===== src/rtl/plate_pkg.sv =====
// Shared definitions for the plate ID history block.
// Holds the default plate geometry, the blank digit code, the debounce
// FSM state type and a reading-validity helper for the default geometry.
package plate_pkg;

  localparam int unsigned DIGIT_W    = 4;
  localparam int unsigned NUM_DIGITS = 5;
  localparam int unsigned ENTRY_W    = NUM_DIGITS * DIGIT_W;

  localparam logic [DIGIT_W-1:0] BLANK = 4'hF;

  typedef enum logic [1:0] {
    IDLE   = 2'd0,
    TRACK  = 2'd1,
    LOCKED = 2'd2
  } plate_state_e;

  // True when any digit of a default-geometry reading is the blank code.
  function automatic logic is_blank(input logic [ENTRY_W-1:0] entry);
    logic hit;
    hit = 1'b0;
    for (int i = 0; i < int'(NUM_DIGITS); i++) begin
      if (entry[i*DIGIT_W +: DIGIT_W] == BLANK) hit = 1'b1;
    end
    return hit;
  endfunction

endpackage


===== src/rtl/plate_id_history_ram.sv =====
// Circular plate history storage.
// Ports:
//   clk, rst_n    clock, async active-low reset
//   clear         synchronous clear back to reset values (beats push)
//   push          commit attempt with push_data
//   written_c     combinational: this push is actually stored
//   rd_idx        logical read index, 0 = oldest entry
//   rd_data       registered read data, all-blank past count
//   hist_flat     physical slots, slot i at [i*ENTRY_W +: ENTRY_W]
//   wr_ptr        next physical slot to write
//   count, full   occupancy
//   overflow      sticky: a push arrived while full
module plate_hist_ram #(
  parameter int unsigned     ENTRY_W     = 20,
  parameter int unsigned     HIST_DEPTH  = 20,
  parameter bit              OVERWRITE   = 1'b1,
  parameter logic [ENTRY_W-1:0] BLANK_ENTRY = '1
) (
  input  logic                               clk,
  input  logic                               rst_n,
  input  logic                               clear,
  input  logic                               push,
  input  logic [ENTRY_W-1:0]                 push_data,
  output logic                               written_c,
  input  logic [$clog2(HIST_DEPTH)-1:0]      rd_idx,
  output logic [ENTRY_W-1:0]                 rd_data,
  output logic [HIST_DEPTH*ENTRY_W-1:0]      hist_flat,
  output logic [$clog2(HIST_DEPTH)-1:0]      wr_ptr,
  output logic [$clog2(HIST_DEPTH+1)-1:0]    count,
  output logic                               full,
  output logic                               overflow
);

  localparam int unsigned IW = $clog2(HIST_DEPTH);
  localparam int unsigned CW = $clog2(HIST_DEPTH + 1);
  localparam int unsigned SW = IW + 1;

  logic [ENTRY_W-1:0] slot_q [HIST_DEPTH];
  logic [IW-1:0]      wr_ptr_q;
  logic [IW-1:0]      oldest_q;
  logic [CW-1:0]      count_q;
  logic               full_q;
  logic               overflow_q;
  logic [ENTRY_W-1:0] rd_data_q;

  logic [SW-1:0]      rd_sum_c;
  logic [IW-1:0]      rd_phys_c;
  logic [ENTRY_W-1:0] rd_data_c;

  function automatic logic [IW-1:0] ptr_inc(input logic [IW-1:0] p);
    return (p == IW'(HIST_DEPTH - 1)) ? '0 : p + IW'(1);
  endfunction

  // When full, the oldest slot is the one about to be overwritten.
  assign written_c = push && (!full_q || OVERWRITE);

  // Logical-to-physical read mapping; sum is below 2*HIST_DEPTH when in range.
  always_comb begin
    rd_sum_c  = SW'(oldest_q) + SW'(rd_idx);
    rd_phys_c = (rd_sum_c >= SW'(HIST_DEPTH)) ? IW'(rd_sum_c - SW'(HIST_DEPTH))
                                              : IW'(rd_sum_c);
    rd_data_c = BLANK_ENTRY;
    if (CW'(rd_idx) < count_q) rd_data_c = slot_q[rd_phys_c];
  end

  // Storage, pointers, occupancy and registered read port.
  always_ff @(posedge clk or negedge rst_n) begin
    if (!rst_n) begin
      for (int i = 0; i < int'(HIST_DEPTH); i++) slot_q[i] <= BLANK_ENTRY;
      wr_ptr_q   <= '0;
      oldest_q   <= '0;
      count_q    <= '0;
      full_q     <= 1'b0;
      overflow_q <= 1'b0;
      rd_data_q  <= BLANK_ENTRY;
    end else if (clear) begin
      for (int i = 0; i < int'(HIST_DEPTH); i++) slot_q[i] <= BLANK_ENTRY;
      wr_ptr_q   <= '0;
      oldest_q   <= '0;
      count_q    <= '0;
      full_q     <= 1'b0;
      overflow_q <= 1'b0;
      rd_data_q  <= BLANK_ENTRY;
    end else begin
      if (written_c) begin
        slot_q[wr_ptr_q] <= push_data;
        wr_ptr_q         <= ptr_inc(wr_ptr_q);
        if (full_q) begin
          oldest_q <= ptr_inc(oldest_q);
        end else begin
          count_q <= count_q + CW'(1);
          full_q  <= (count_q == CW'(HIST_DEPTH - 1));
        end
      end
      if (push && full_q) overflow_q <= 1'b1;
      rd_data_q <= rd_data_c;
    end
  end

  for (genvar gi = 0; gi < int'(HIST_DEPTH); gi++) begin : g_flat
    assign hist_flat[gi*ENTRY_W +: ENTRY_W] = slot_q[gi];
  end

  assign rd_data  = rd_data_q;
  assign wr_ptr   = wr_ptr_q;
  assign count    = count_q;
  assign full     = full_q;
  assign overflow = overflow_q;

endmodule


===== src/rtl/plate_id_history.sv =====
// Debounces per-frame plate readings and commits each stable, new plate
// into a circular history.
// Ports:
//   clk, rst_n    clock, async active-low reset
//   frame_end     one-cycle strobe qualifying digit
//   digit         current reading, digit 0 in LSBs
//   clear         synchronous clear of all state and history
//   rd_idx        logical read index, 0 = oldest; rd_data one cycle later
//   hist_flat     physical history slots
//   wr_ptr, count, full, overflow   history bookkeeping
//   stable_id     most recently committed plate
//   new_id        one-cycle pulse on each stored commit
module plate_id_history #(
  parameter int unsigned            NUM_DIGITS    = plate_pkg::NUM_DIGITS,
  parameter int unsigned            DIGIT_W       = plate_pkg::DIGIT_W,
  parameter logic [DIGIT_W-1:0]     BLANK         = plate_pkg::BLANK,
  parameter int unsigned            STABLE_FRAMES = 3,
  parameter int unsigned            HIST_DEPTH    = 20,
  parameter bit                     OVERWRITE     = 1'b1
) (
  input  logic                                        clk,
  input  logic                                        rst_n,
  input  logic                                        frame_end,
  input  logic [NUM_DIGITS*DIGIT_W-1:0]               digit,
  input  logic                                        clear,
  input  logic [$clog2(HIST_DEPTH)-1:0]               rd_idx,
  output logic [NUM_DIGITS*DIGIT_W-1:0]               rd_data,
  output logic [HIST_DEPTH*NUM_DIGITS*DIGIT_W-1:0]    hist_flat,
  output logic [$clog2(HIST_DEPTH)-1:0]               wr_ptr,
  output logic [$clog2(HIST_DEPTH+1)-1:0]             count,
  output logic [NUM_DIGITS*DIGIT_W-1:0]               stable_id,
  output logic                                        new_id,
  output logic                                        full,
  output logic                                        overflow
);
  import plate_pkg::*;

  localparam int unsigned EW = NUM_DIGITS * DIGIT_W;
  localparam int unsigned SW = $clog2(STABLE_FRAMES + 1);
  localparam logic [EW-1:0] BLANK_ENTRY = {NUM_DIGITS{BLANK}};

  plate_state_e   state_q, state_n;
  logic [EW-1:0]  cand_q, cand_n;
  logic [SW-1:0]  streak_q, streak_n;
  logic [EW-1:0]  stable_id_q;
  logic           new_id_q;

  logic           reading_blank_c;
  logic           commit_req_c;
  logic           push_c;
  logic           written_c;

  // A reading is invalid if any digit carries the blank code.
  always_comb begin
    reading_blank_c = 1'b0;
    for (int i = 0; i < int'(NUM_DIGITS); i++) begin
      if (digit[i*DIGIT_W +: DIGIT_W] == BLANK) reading_blank_c = 1'b1;
    end
  end

  // Debounce next-state: candidate, streak and commit request.
  always_comb begin
    state_n      = state_q;
    cand_n       = cand_q;
    streak_n     = streak_q;
    commit_req_c = 1'b0;
    if (frame_end) begin
      if (reading_blank_c) begin
        state_n  = IDLE;
        streak_n = '0;
      end else if (state_q == LOCKED && digit == cand_q) begin
        state_n = LOCKED;
      end else begin
        if (state_q == TRACK && digit == cand_q) begin
          streak_n = streak_q + SW'(1);
        end else begin
          cand_n   = digit;
          streak_n = SW'(1);
        end
        if (streak_n == SW'(STABLE_FRAMES)) begin
          state_n      = LOCKED;
          commit_req_c = 1'b1;
        end else begin
          state_n = TRACK;
        end
      end
    end
  end

  // Skip a commit that would just repeat the last stored plate.
  assign push_c = commit_req_c && !((count != '0) && (cand_n == stable_id_q));

  always_ff @(posedge clk or negedge rst_n) begin
    if (!rst_n) begin
      state_q     <= IDLE;
      cand_q      <= BLANK_ENTRY;
      streak_q    <= '0;
      stable_id_q <= BLANK_ENTRY;
      new_id_q    <= 1'b0;
    end else if (clear) begin
      state_q     <= IDLE;
      cand_q      <= BLANK_ENTRY;
      streak_q    <= '0;
      stable_id_q <= BLANK_ENTRY;
      new_id_q    <= 1'b0;
    end else begin
      state_q  <= state_n;
      cand_q   <= cand_n;
      streak_q <= streak_n;
      new_id_q <= written_c;
      if (written_c) stable_id_q <= cand_n;
    end
  end

  plate_hist_ram #(
    .ENTRY_W     (EW),
    .HIST_DEPTH  (HIST_DEPTH),
    .OVERWRITE   (OVERWRITE),
    .BLANK_ENTRY (BLANK_ENTRY)
  ) u_ram (
    .clk       (clk),
    .rst_n     (rst_n),
    .clear     (clear),
    .push      (push_c),
    .push_data (cand_n),
    .written_c (written_c),
    .rd_idx    (rd_idx),
    .rd_data   (rd_data),
    .hist_flat (hist_flat),
    .wr_ptr    (wr_ptr),
    .count     (count),
    .full      (full),
    .overflow  (overflow)
  );

  assign stable_id = stable_id_q;
  assign new_id    = new_id_q;

endmodule


===== config.mk =====
export PLATFORM = sky130hd
export DESIGN_NAME = plate_id_history
export DESIGN_NICKNAME = d
export VERILOG_FILES = /design/src/rtl/plate_pkg.sv /design/src/rtl/plate_id_history_ram.sv /design/src/rtl/plate_id_history.sv
export SDC_FILE = /design/constraint.sdc
export NUM_CORES = 1
export LEC_CHECK = 0
export CORE_MARGIN = 10
export CORE_UTILIZATION = 57
export CTS_CLUSTER_SIZE = 12
export DETAILED_ROUTE_END_ITERATION = 8
export PLACE_DENSITY = 0.94
export SLEW_MARGIN = 10
export SYNTH_ARGS = -nofsm -noshare
export SYNTH_HDL_FRONTEND = slang
export SYNTH_SLANG_ARGS = --single-unit

===== constraint.sdc =====
create_clock -name clk -period 5.4 [get_ports clk]
set_input_delay 0.54 -clock clk [delete_from_list [all_inputs] [get_ports clk]]
set_output_delay 0.54 -clock clk [all_outputs]
set_load 0.01 [all_outputs]

== After elaboration in Yosys (flattened, before gate mapping) ==
Cells that the tools add are included.
Cells by class
  add/sub/neg operators: 6
  $lt $le $gt $ge: 5
  equal/unequal tests: 15
  muxes and demuxes: 56
  bitwise operators: 2
  reductions and logical operators: 15
Operators by type and width (number)
  400-bit 2-to-1 mux: 2
  400-bit bitwise mux: 1
  20-bit 2-to-1 mux: 12
  20-bit binary-select mux with 5-bit select: 1
  20-bit demux with 5-bit select: 1
  5-bit 2-to-1 mux: 11
  20-bit equality test: 2
  2-bit 2-to-1 mux: 13
  4-bit equality test (second input constant): 5
  5-bit by 1-bit adder with 5-bit output (second input constant): 3
  5-bit equality test (second input constant): 3
  1-bit 2-to-1 mux: 15
  6-bit >= comparator (second input constant): 2
  5-bit NOT with 6-bit output: 2
  2-bit nonzero test: 4
  5-bit by 5-bit adder with 6-bit output: 1
  6-bit by 5-bit >= comparator with 1-bit output (second input constant): 1
  1-bit logical AND: 6
  6-bit by 1-bit less-than comparator with 1-bit output (second input constant): 1
  2-bit AND reduction: 3
  5-bit less-than comparator: 1
  5-bit nonzero test: 1
  5-bit subtractor (second input constant): 1
  2-bit equality test (second input constant): 2
  other kinds (5): 5
Word-level totals
  flip-flop bits (word level): 482
  input port bits: 29
  output and inout bits: 453
  logic and storage cells: 130

== Depth between registers and ports, before layout ==
Gate-level depths: netlist of run 1.
  depth after elaboration: 17
  mapped depth: 15
  depth with buffers taken out: 14

== Modules after synthesis ==
Synthesis of run 1 repeated with hierarchy kept, for this count alone.
Second synthesis, totals
  cell total of the unflattened synthesis: 2450
  area total of the unflattened synthesis: 25036.5 sq um
By module, submodules not included
  plate_hist_ram: instances 1, cells each 2178, area each 22338.9 sq um, sequential area each 11461.0 sq um
  plate_id_history: instances 1, cells each 272, area each 2697.6 sq um, sequential area each 1176.1 sq um

== Least setup slack after synthesis of run 1 ==
No wires, ideal clock.
  path kind: input port to flip-flop
  start point: in digit[4]
  end point: reg stable_id_q[15] (netlist: stable_id[15])
  library setup time: 0.085 ns
  arrival time: 3.506 ns
  required time: 5.315 ns
  path slack: 1.809 ns
  stages on the path: 13
  path buffers: 3
  cell sequence: xnor2_1 > nand4_2 > or2_1 > buf_2 > o31ai_4 > mux2_2 > a222oi_1 > nand4_1 > o21ai_4 > buf_6 > and2_2 > buf_6 > mux2_1
On the way
  longest elaborated chain between the ends: 13
  elaborated cells between the ends (all ways): 28
  classes of those cells: eq/ne: 4; mux: 18; reduce/logical: 6
Ends and longest elaborated chain
  start, declared: RTL line plate_id_history.sv:24  | input logic [NUM_DIGITS*DIGIT_W-1:0] digit,
  20-bit equality test: RTL line plate_id_history.sv:71, plate_id_history.sv:74
  1-bit logical AND: RTL line plate_id_history.sv:74  | if (state_q == TRACK && digit == cand_q) begin
  2-bit 2-to-1 mux: RTL line plate_id_history.sv:74
  2-bit 2-to-1 mux: RTL line plate_id_history.sv:71  | end else if (state_q == LOCKED && digit == cand_q) begin
  2-bit 2-to-1 mux: RTL line plate_id_history.sv:68  | if (reading_blank_c) begin
  2-bit 2-to-1 mux: RTL line plate_id_history.sv:67  | if (frame_end) begin
  2-bit equality test: RTL line plate_id_history.sv:80  | if (streak_n == SW'(STABLE_FRAMES)) begin
  1-bit 2-to-1 mux: RTL line plate_id_history.sv:80
  1-bit 2-to-1 mux: RTL line plate_id_history.sv:71
  1-bit 2-to-1 mux: RTL line plate_id_history.sv:68
  1-bit 2-to-1 mux: RTL line plate_id_history.sv:67
  1-bit logical AND: RTL line plate_id_history.sv:91  | assign push_c = commit_req_c && !((count != '0) && (cand_n == stable_id_q));
  2-bit nonzero test (no source line)
  end signal, assigned: RTL line plate_id_history.sv:111  | if (written_c) stable_id_q <= cand_n;
  end, declared: RTL line plate_id_history.sv:45  | logic [EW-1:0] stable_id_q;
Parallel ways exist; a longest one is shown, timed or not. The select of a mux whose other input is x is not followed.
A chain may end at the register's enable or synchronous reset.

== Final worst setup path of run 1 ==
  start point: in digit[11]
  end point: reg u_ram.slot_q (netlist bit u_ram.hist_flat[111])
On the way
  longest elaborated chain between the ends: 13
  elaborated cells between the ends (all ways): 28
  classes of those cells: eq/ne: 4; mux: 18; reduce/logical: 6
Ends and longest elaborated chain
  20-bit equality test: RTL line plate_id_history.sv:71, plate_id_history.sv:74
  1-bit logical AND: RTL line plate_id_history.sv:74
  2-bit 2-to-1 mux: RTL line plate_id_history.sv:74
  2-bit 2-to-1 mux: RTL line plate_id_history.sv:71
  2-bit 2-to-1 mux: RTL line plate_id_history.sv:68
  2-bit 2-to-1 mux: RTL line plate_id_history.sv:67
  2-bit equality test: RTL line plate_id_history.sv:80
  1-bit 2-to-1 mux: RTL line plate_id_history.sv:80
  1-bit 2-to-1 mux: RTL line plate_id_history.sv:71
  1-bit 2-to-1 mux: RTL line plate_id_history.sv:68
  1-bit 2-to-1 mux: RTL line plate_id_history.sv:67
  1-bit logical AND: RTL line plate_id_history.sv:91
  2-bit nonzero test (no source line)
  end signal, assigned by index: RTL line plate_id_history_ram.sv:86  | slot_q[wr_ptr_q] <= push_data;
  end, declared: RTL line plate_id_history_ram.sv:38  | logic [ENTRY_W-1:0] slot_q [HIST_DEPTH];
Parallel ways exist; a longest one is shown, timed or not. The select of a mux whose other input is x is not followed.

==> qor.yml, run 1 <==
logic_synthesis:
  synthArstFlopShare_pct: 100.0
  synth_cells: 2142
  syn_area_um2: 24890
  ys_types: 57
  synth_flop_cell: "dfstp_2"
  ys_seq_area_share_pct: 50.78
  ys_ff_latch: 482
  avgSynthCellArea_um2: 11.62
  yosys_warnings: 0
  syn_nets: 2190
  synth_area_leaders: "dfstp_2 (49%), mux2i_1 (17%), mux4_2 (9.0%), nor2_1 (6.5%), clkbuf_1 (2.2%)"
  yosys.area.top_type: "dfstp_2"
  synthDominantCellAreaShare_pct: 48.57
  synth_enable_flop_cells: 0
route:
  drc_errors: 0
  wl_per_cell_um: 29.86
  drtAntennaViolNets: 0
  dr.pass1.iters: 6
  vias_per_cell: 6.468
  via_count: 20458
  wl_um: 94450
  drt_iter0_markers: 2467
timing:
  drv_slew: 0
  final.min_clock_period_ns: 4.451
  setup_ws_ns: 0.9487
  worst_pin_slew_ns: 1.328
  finalHoldViolations: 0
  clock.fmax_mhz: 224.7
  finalSetupTns_ns: 0
  grt_setup_unrepaired: "false"
  post-route-period-util_pct: 82.43
  finalSetupViolations: 0
  skew_ns: 0.02173
  maxSlewHeadroom_pct: 11.48
clocking:
  ctsHoldBuffers: 0
  ctsResizeCount: 0
  htreeDepth: 2
  insertion_delay_ns: 0.60
  clock_path_buffers: 3
  numCtsBuffers: 50
  cts_tree: "done"
  post_cts_buffers: 0
  path_clk_slew_ns: 0.06
  cts_root_buf: "clkbuf_16"
  clkSinkCount: 482
layout:
  diodes: 0
  drive_above_1_share_pct: 29.09
  syn_to_final_growth_pct: 28.66
  n_fill_cell: 2654
  layout.nets: 2595
die:
  ios: 482
  num_rows: 76
  dieArea_um2: 52420
  fp.dieH_um: 229.0
  die_w_um: 229.0
  initial_utilization_pct: 57.77
  core_um2: 43080
worst_setup_path:
  r2r-end: "u_ram.hist_flat[111]"
  cp-end-kind: "flip-flop"
  path_max_fanout: 29
  path_class: "in2reg"
  r2r-start: "cand_q[10]"
  worstPathArrival_ns: 4.94
  r2r_cells: 13
  startpoint: "digit[11]"
  critical_path_required_ns: 5.89
  cp-start-kind: "primary input"
  r2r_slack_ns: 1.00
  crit_path_end: "u_ram.hist_flat[111]"
pwr:
  vdd_ir_drop_max_mv: 0.2551
  power.leakage_uw: 0.01387
  power_density_nw_per_um2: 248.1
global_route:
  grt_antenna_before_repair: 0
  grt_max_degree: 211
  grt.busiest_layer: "met2"
  grtUsageMet2_pct: 54.84
  grtUsageMet3_pct: 9.717
  met1_usage_pct: 44.70
  overflow: 0
  first_global_vias: 21151
  grt_usage_pct: 35.05
  grt_pass1_wl_um: 140700
placement:
  place_hpwl_um: 64260
  place_congestion: 0.9504
  place_ws_ns: 0.4201
  port_buffers: 481
worst_hold_path:
  worstHoldPathType: "in2async"
run:
  maxCapViolCount: 0
outcome:
  status: "complete, no violations"
## state kept, by name, summed over array words and instances (netlist names)
name / count
cand_q: 20
u_ram.full: 1
u_ram.overflow: 1
u_ram.wr_ptr: 5
u_ram.rd_data: 20
streak_q: 2
state_q: 2
u_ram.oldest_q: 5
u_ram.hist_flat: 400
stable_id: 20
u_ram.count: 5
new_id: 1
## kinds of logic after synthesis
logic type      count (synthesis)  share of synthesized area, %
simple gates                  653                         11.15
mux                           532                         26.50
flops                         482                         50.78
buf+inv                       244                         4.635
compound gates                175                         4.651
xor+xnor                       37                         1.302
fa+ha+maj                      19                        0.9854
## per-stage QoR
| step | power [µW] | util (%) | hold slack (ns) | area, µm² | cells |
|---|---|---|---|---|---|
| global route | 8137 | 74.33 | 0.1627 | 32020 | 3163 |
| detailed placement | 4488 | 70.61 | 0.5108 | 30420 | 3080 |
| finish | 7945 | 74.33 | 0.1251 | 32020 | 3163 |
| CTS | 7941 | 74.33 | 0.1144 | 32020 | 3163 |
| floorplan | 4139 | - | 0.2444 | 24890 | 2142 |
| global placement | 4476 | 70.61 | 0.5046 | 30420 | 3080 |
## critical path: stages
cell             delay [ns]
clkdlybuf4s50_1        0.59
xor2_1                 0.24
nor4_1                 0.42
nand3_1                0.33
o31ai_4                0.55
mux2_2                 0.41
a222oi_1               0.32
nand4_1                0.13
buf_4                  0.21
o21ai_4                0.21
buf_12                 0.21
or3_1                  0.18
buf_12                 0.23
mux2i_1                0.31
## per-layer routing
layer,part of all wire [%],up-vias
li1,-,8299
met1,38,10479
met2,47,1403
met3,11,277
met4,5.0,0
met5,0,-
## power by group
| part | switching, µW | internal [µW] |
|---|---|---|
| clock network | 1480 | 2000 |
| logic | 517 | 225 |
| registers | 39.7 | 3680 |
| total | 2030 | 5910 |
## synth_stat cells (all sizes together), types with 23 or more instances
master,instances
dfstp,460
mux4,100
clkbuf,148
o21ai,28
nand2,90
nor2,430
a21oi,33
o22ai,52
a21o,23
buf,51
mux2i,418
inv,45
## how the worst min path moves through the flow
stage	start	end	slack, ns	cells after the start
finish	rst_n	u_ram.oldest_q[4]	0.13	1
global route	rst_n	u_ram.oldest_q[3]	0.16	1
CTS	rst_n	u_ram.wr_ptr[1]	0.11	1
detailed placement	u_ram.hist_flat[291]	u_ram.hist_flat[291]	0.51	2
global placement	u_ram.hist_flat[348]	u_ram.hist_flat[348]	0.50	2
floorplan	rst_n	new_id	0.24	0
## cell type report
type                            instances  area (µm²)  share of cell area (%)
Timing Repair Buffer                  552        5670                   17.71
Clock inverter                          9       95.09                  0.2970
Multi-Input combinational cell       1416       11210                   35.01
Tap cell                              585       732.0                   2.286
Sequential cell                       482       12640                   39.47
Inverter                               45       168.9                  0.5275
Clock buffer                           74        1505                   4.701
## cell usage in the layout (no fill, tap or decap), types with 27 or more instances in the layout
master           instances
o22ai_1                 52
mux4_2                 100
mux2i_1                417
clkbuf_16               53
inv_1                   45
a21oi_1                 33
dfstp_2                460
nor2_1                 415
nand2_1                 90
o21ai_0                 27
clkdlybuf4s50_1        479
buf_4                   46
Power figures use the tool's default switching activity.
==> run 2: changes to the inputs <==
CORE_UTILIZATION = 48   (was 57)
PLACE_DENSITY = 0.85   (was 0.94)
clock period = 4 ns   (was 5.4 ns; I/O delays follow)
==> run 2 against run 1 <==
Non-clock buffer count grew 104; design area grew 3.7%; clock power increased by 36%; critical path depth up 2; worst hold slack improved by 0.25 ns; register-to-register slack worse by 0.86 ns; largest power group unchanged; highest routed layer unchanged.
==> qor.yml, run 2 (synthesis results as in run 1) <==
global_route:
  first_global_vias: 20816  # -1.6%
  grt_pass1_wl_um: 138000  # -1.9%
  grt.busiest_layer: "met2"
  grtUsageMet3_pct: 7.826  # -1.9 points
  overflow: 0  # unchanged
  met1_usage_pct: 38.14  # -6.6 points
  grt_antenna_before_repair: 2  # +2
  grt_usage_pct: 29.82  # -5.2 points
  grt_max_degree: 197  # -6.6%
  grtUsageMet2_pct: 47.72  # -7.1 points
route:
  vias_per_cell: 6.023  # -6.9%
  drtAntennaViolNets: 0  # unchanged
  wl_per_cell_um: 28.06  # -6.0%
  dr.pass1.iters: 5  # -1
  via_count: 20333  # -0.61%
  drt_iter0_markers: 2246  # -9.0%
  wl_um: 94730  # +0.29%
  drc_errors: 0  # unchanged
die:
  fp.dieH_um: 247.7  # +8.2%
  num_rows: 83  # +9.2%
  dieArea_um2: 61360  # +17%
  die_w_um: 247.7  # +8.2%
  initial_utilization_pct: 48.51  # -9.3 points
  core_um2: 51300  # +19%
  ios: 482  # unchanged
pwr:
  power.leakage_uw: 0.01444  # +4.2%
  power_uw: 10850  # +37%
  power_density_nw_per_um2: 326.9  # +32%
  vdd_ir_drop_max_mv: 0.3027  # +19%
layout:
  n_fill_cell: 3823  # +44%
  largest_reg_flops: 400  # unchanged
  drive_above_1_share_pct: 32.50  # +3.4 points
  syn_to_final_growth_pct: 33.37
  final_cell_mix: "clkdlybuf4s50_1 (479), dfstp_2 (460), nor2_1 (415), mux2i_1 (415), buf_4 (142)"
  final_common_cell: "clkdlybuf4s50_1"
  utilization_pct: 64.70  # -9.6 points
  stdcell_count: 3376  # +6.7%
  layout.nets: 2706  # +4.3%
worst_hold_path:
  hold_depth: 2
  hp-start: "clear"
  worstHoldPathType: "in2reg"
  min_to: "u_ram.overflow"
timing:
  worst_pin_slew_ns: 1.102  # -0.2258 ns
  hold_slack_ns: 0.3786  # +0.2535 ns
  clock.fmax_mhz: 258.8
  drv_slew: 0  # unchanged
  skew_ns: 0.02229  # +0.0005638 ns
  finalHoldViolations: 0  # unchanged
  finalSetupViolations: 0  # unchanged
  post-route-period-util_pct: 96.62
  final.min_clock_period_ns: 3.865
  maxSlewHeadroom_pct: 26.36  # +15 points
outcome:
  status: "complete, no violations"
placement:
  placed_cells: 3273  # +6.3%
  place_hpwl_um: 66490  # +3.5%
  port_buffers: 481  # unchanged
  place_congestion: 0.9755  # +2.6%
clocking:
  clock_path_buffers: 3  # unchanged
  numCtsBuffers: 52  # +4.0%
  cts_tree: "done"
  insertion_delay_ns: 0.60  # about the same
  clkSinkCount: 482  # unchanged
  htreeDepth: 2  # unchanged
  cts_root_buf: "clkbuf_16"
  path_clk_slew_ns: 0.06  # about the same
worst_setup_path:
  r2r-end: "u_ram.hist_flat[249]"
  worstPathArrival_ns: 4.37  # -0.57 ns
  cp-end-kind: "flip-flop"
  r2r-start: "cand_q[17]"
  critical_path_required_ns: 4.51  # -1.38 ns
  path_max_fanout: 20  # -31%
  cp-start-kind: "flip-flop"
  r2r_slack_ns: 0.14  # -0.86 ns
  path_class: "reg2reg"
  r2r_cells: 16  # +3
run:
  maxCapViolCount: 0  # unchanged
-- run 2: cell types whose count changed in the layout (fill, tap and decap cells not counted), sizes merged, moves of 3 or more --
cell / previous run / this run
clkinv: 7 / 13
nor2: 430 / 435
buf: 73 / 173
clkbuf: 74 / 77
-- run 2: final cells by class --
cell class                 count  area [µm²]  area share, %
antenna                        1       2.502       0.007539
clock buffer                  74        1496          4.509
clock inverter                17       152.6         0.4599
inverter                      45       168.9         0.5089
multi-input combinational   1421       11330          34.14
sequential                   482       12640          38.07
tap                          680       850.8          2.563
timing repair buffer         656        6551          19.74
-- run 2: worst max-delay path by stage --
| stage | slack, ns | to | start | cells past startpoint |
|---|---|---|---|---|
| 2_1_floorplan | 0.45 | stable_id[15] | cand_q[4] | 13 |
| 3_3_place_gp | -0.63 | u_ram.hist_flat[271] | digit[8] | 15 |
| 3_5_place_dp | -0.64 | u_ram.hist_flat[265] | digit[8] | 15 |
| 4_1_cts | 0.0001 | u_ram.hist_flat[242] | cand_q[8] | 14 |
| 5_1_grt | -0.007 | u_ram.hist_flat[240] | cand_q[8] | 15 |
| 6_report | 0.14 | u_ram.hist_flat[249] | cand_q[17] | 16 |
-- run 2: worst max-delay path, stage by stage, from the launching register on --
cell      delay, ns
dfstp_2        0.57
xor2_1         0.08
nor4_1         0.37
buf_4          0.17
and3_1         0.18
buf_4          0.22
o221a_2        0.24
and3_1         0.16
a211oi_1       0.05
buf_4          0.15
nand4_1        0.09
buf_4          0.15
o21ai_4        0.08
buf_12         0.16
buf_4          0.14
nor2_4         0.66
mux2i_1        0.30
-- run 2: power by group --
group | leakage [µW] | total, µW | internal [µW] | switching (µW)
combinational | 0.00848 | 1080 | 384 | 695
sequential | 0.00514 | 5020 | 4970 | 51.8
clock | 0.000818 | 4750 | 2720 | 2030
-- run 2: through the flow --
step | TNS, ns | setup WS, ns | area, µm²
final | 0 | 0.1354 | 33190
after detailed placement | -180.75 | -0.6445 | 31330
after floorplan | 0 | 0.4500 | 24890
after global placement | -216.84 | -0.6274 | 31330
after global routing | -0.01287 | -0.006649 | 33190
after CTS | 0 | 0.0001217 | 33060
-- run 2: what timing repair did --
action | in CTS | in global routing
pin swaps | 7 | 2
hold buffers | 1 | 0
hold endpoints to repair | 10 | 0
gates cloned | 5 | 3
buffers inserted | 1 | 1
gates resized for setup | 6 | 9
endpoints found under the setup margin | 374 | 378
-- run 2: layer usage --
layer | wire length, µm | vias up | share of wire [%]
li1 | - | 8496 | -
met2 | 44890 | 1203 | 47
met3 | 9094 | 240 | 9.6
met4 | 4119 | 0 | 4.3
met1 | 36620 | 10394 | 39
met5 | 0 | - | 0
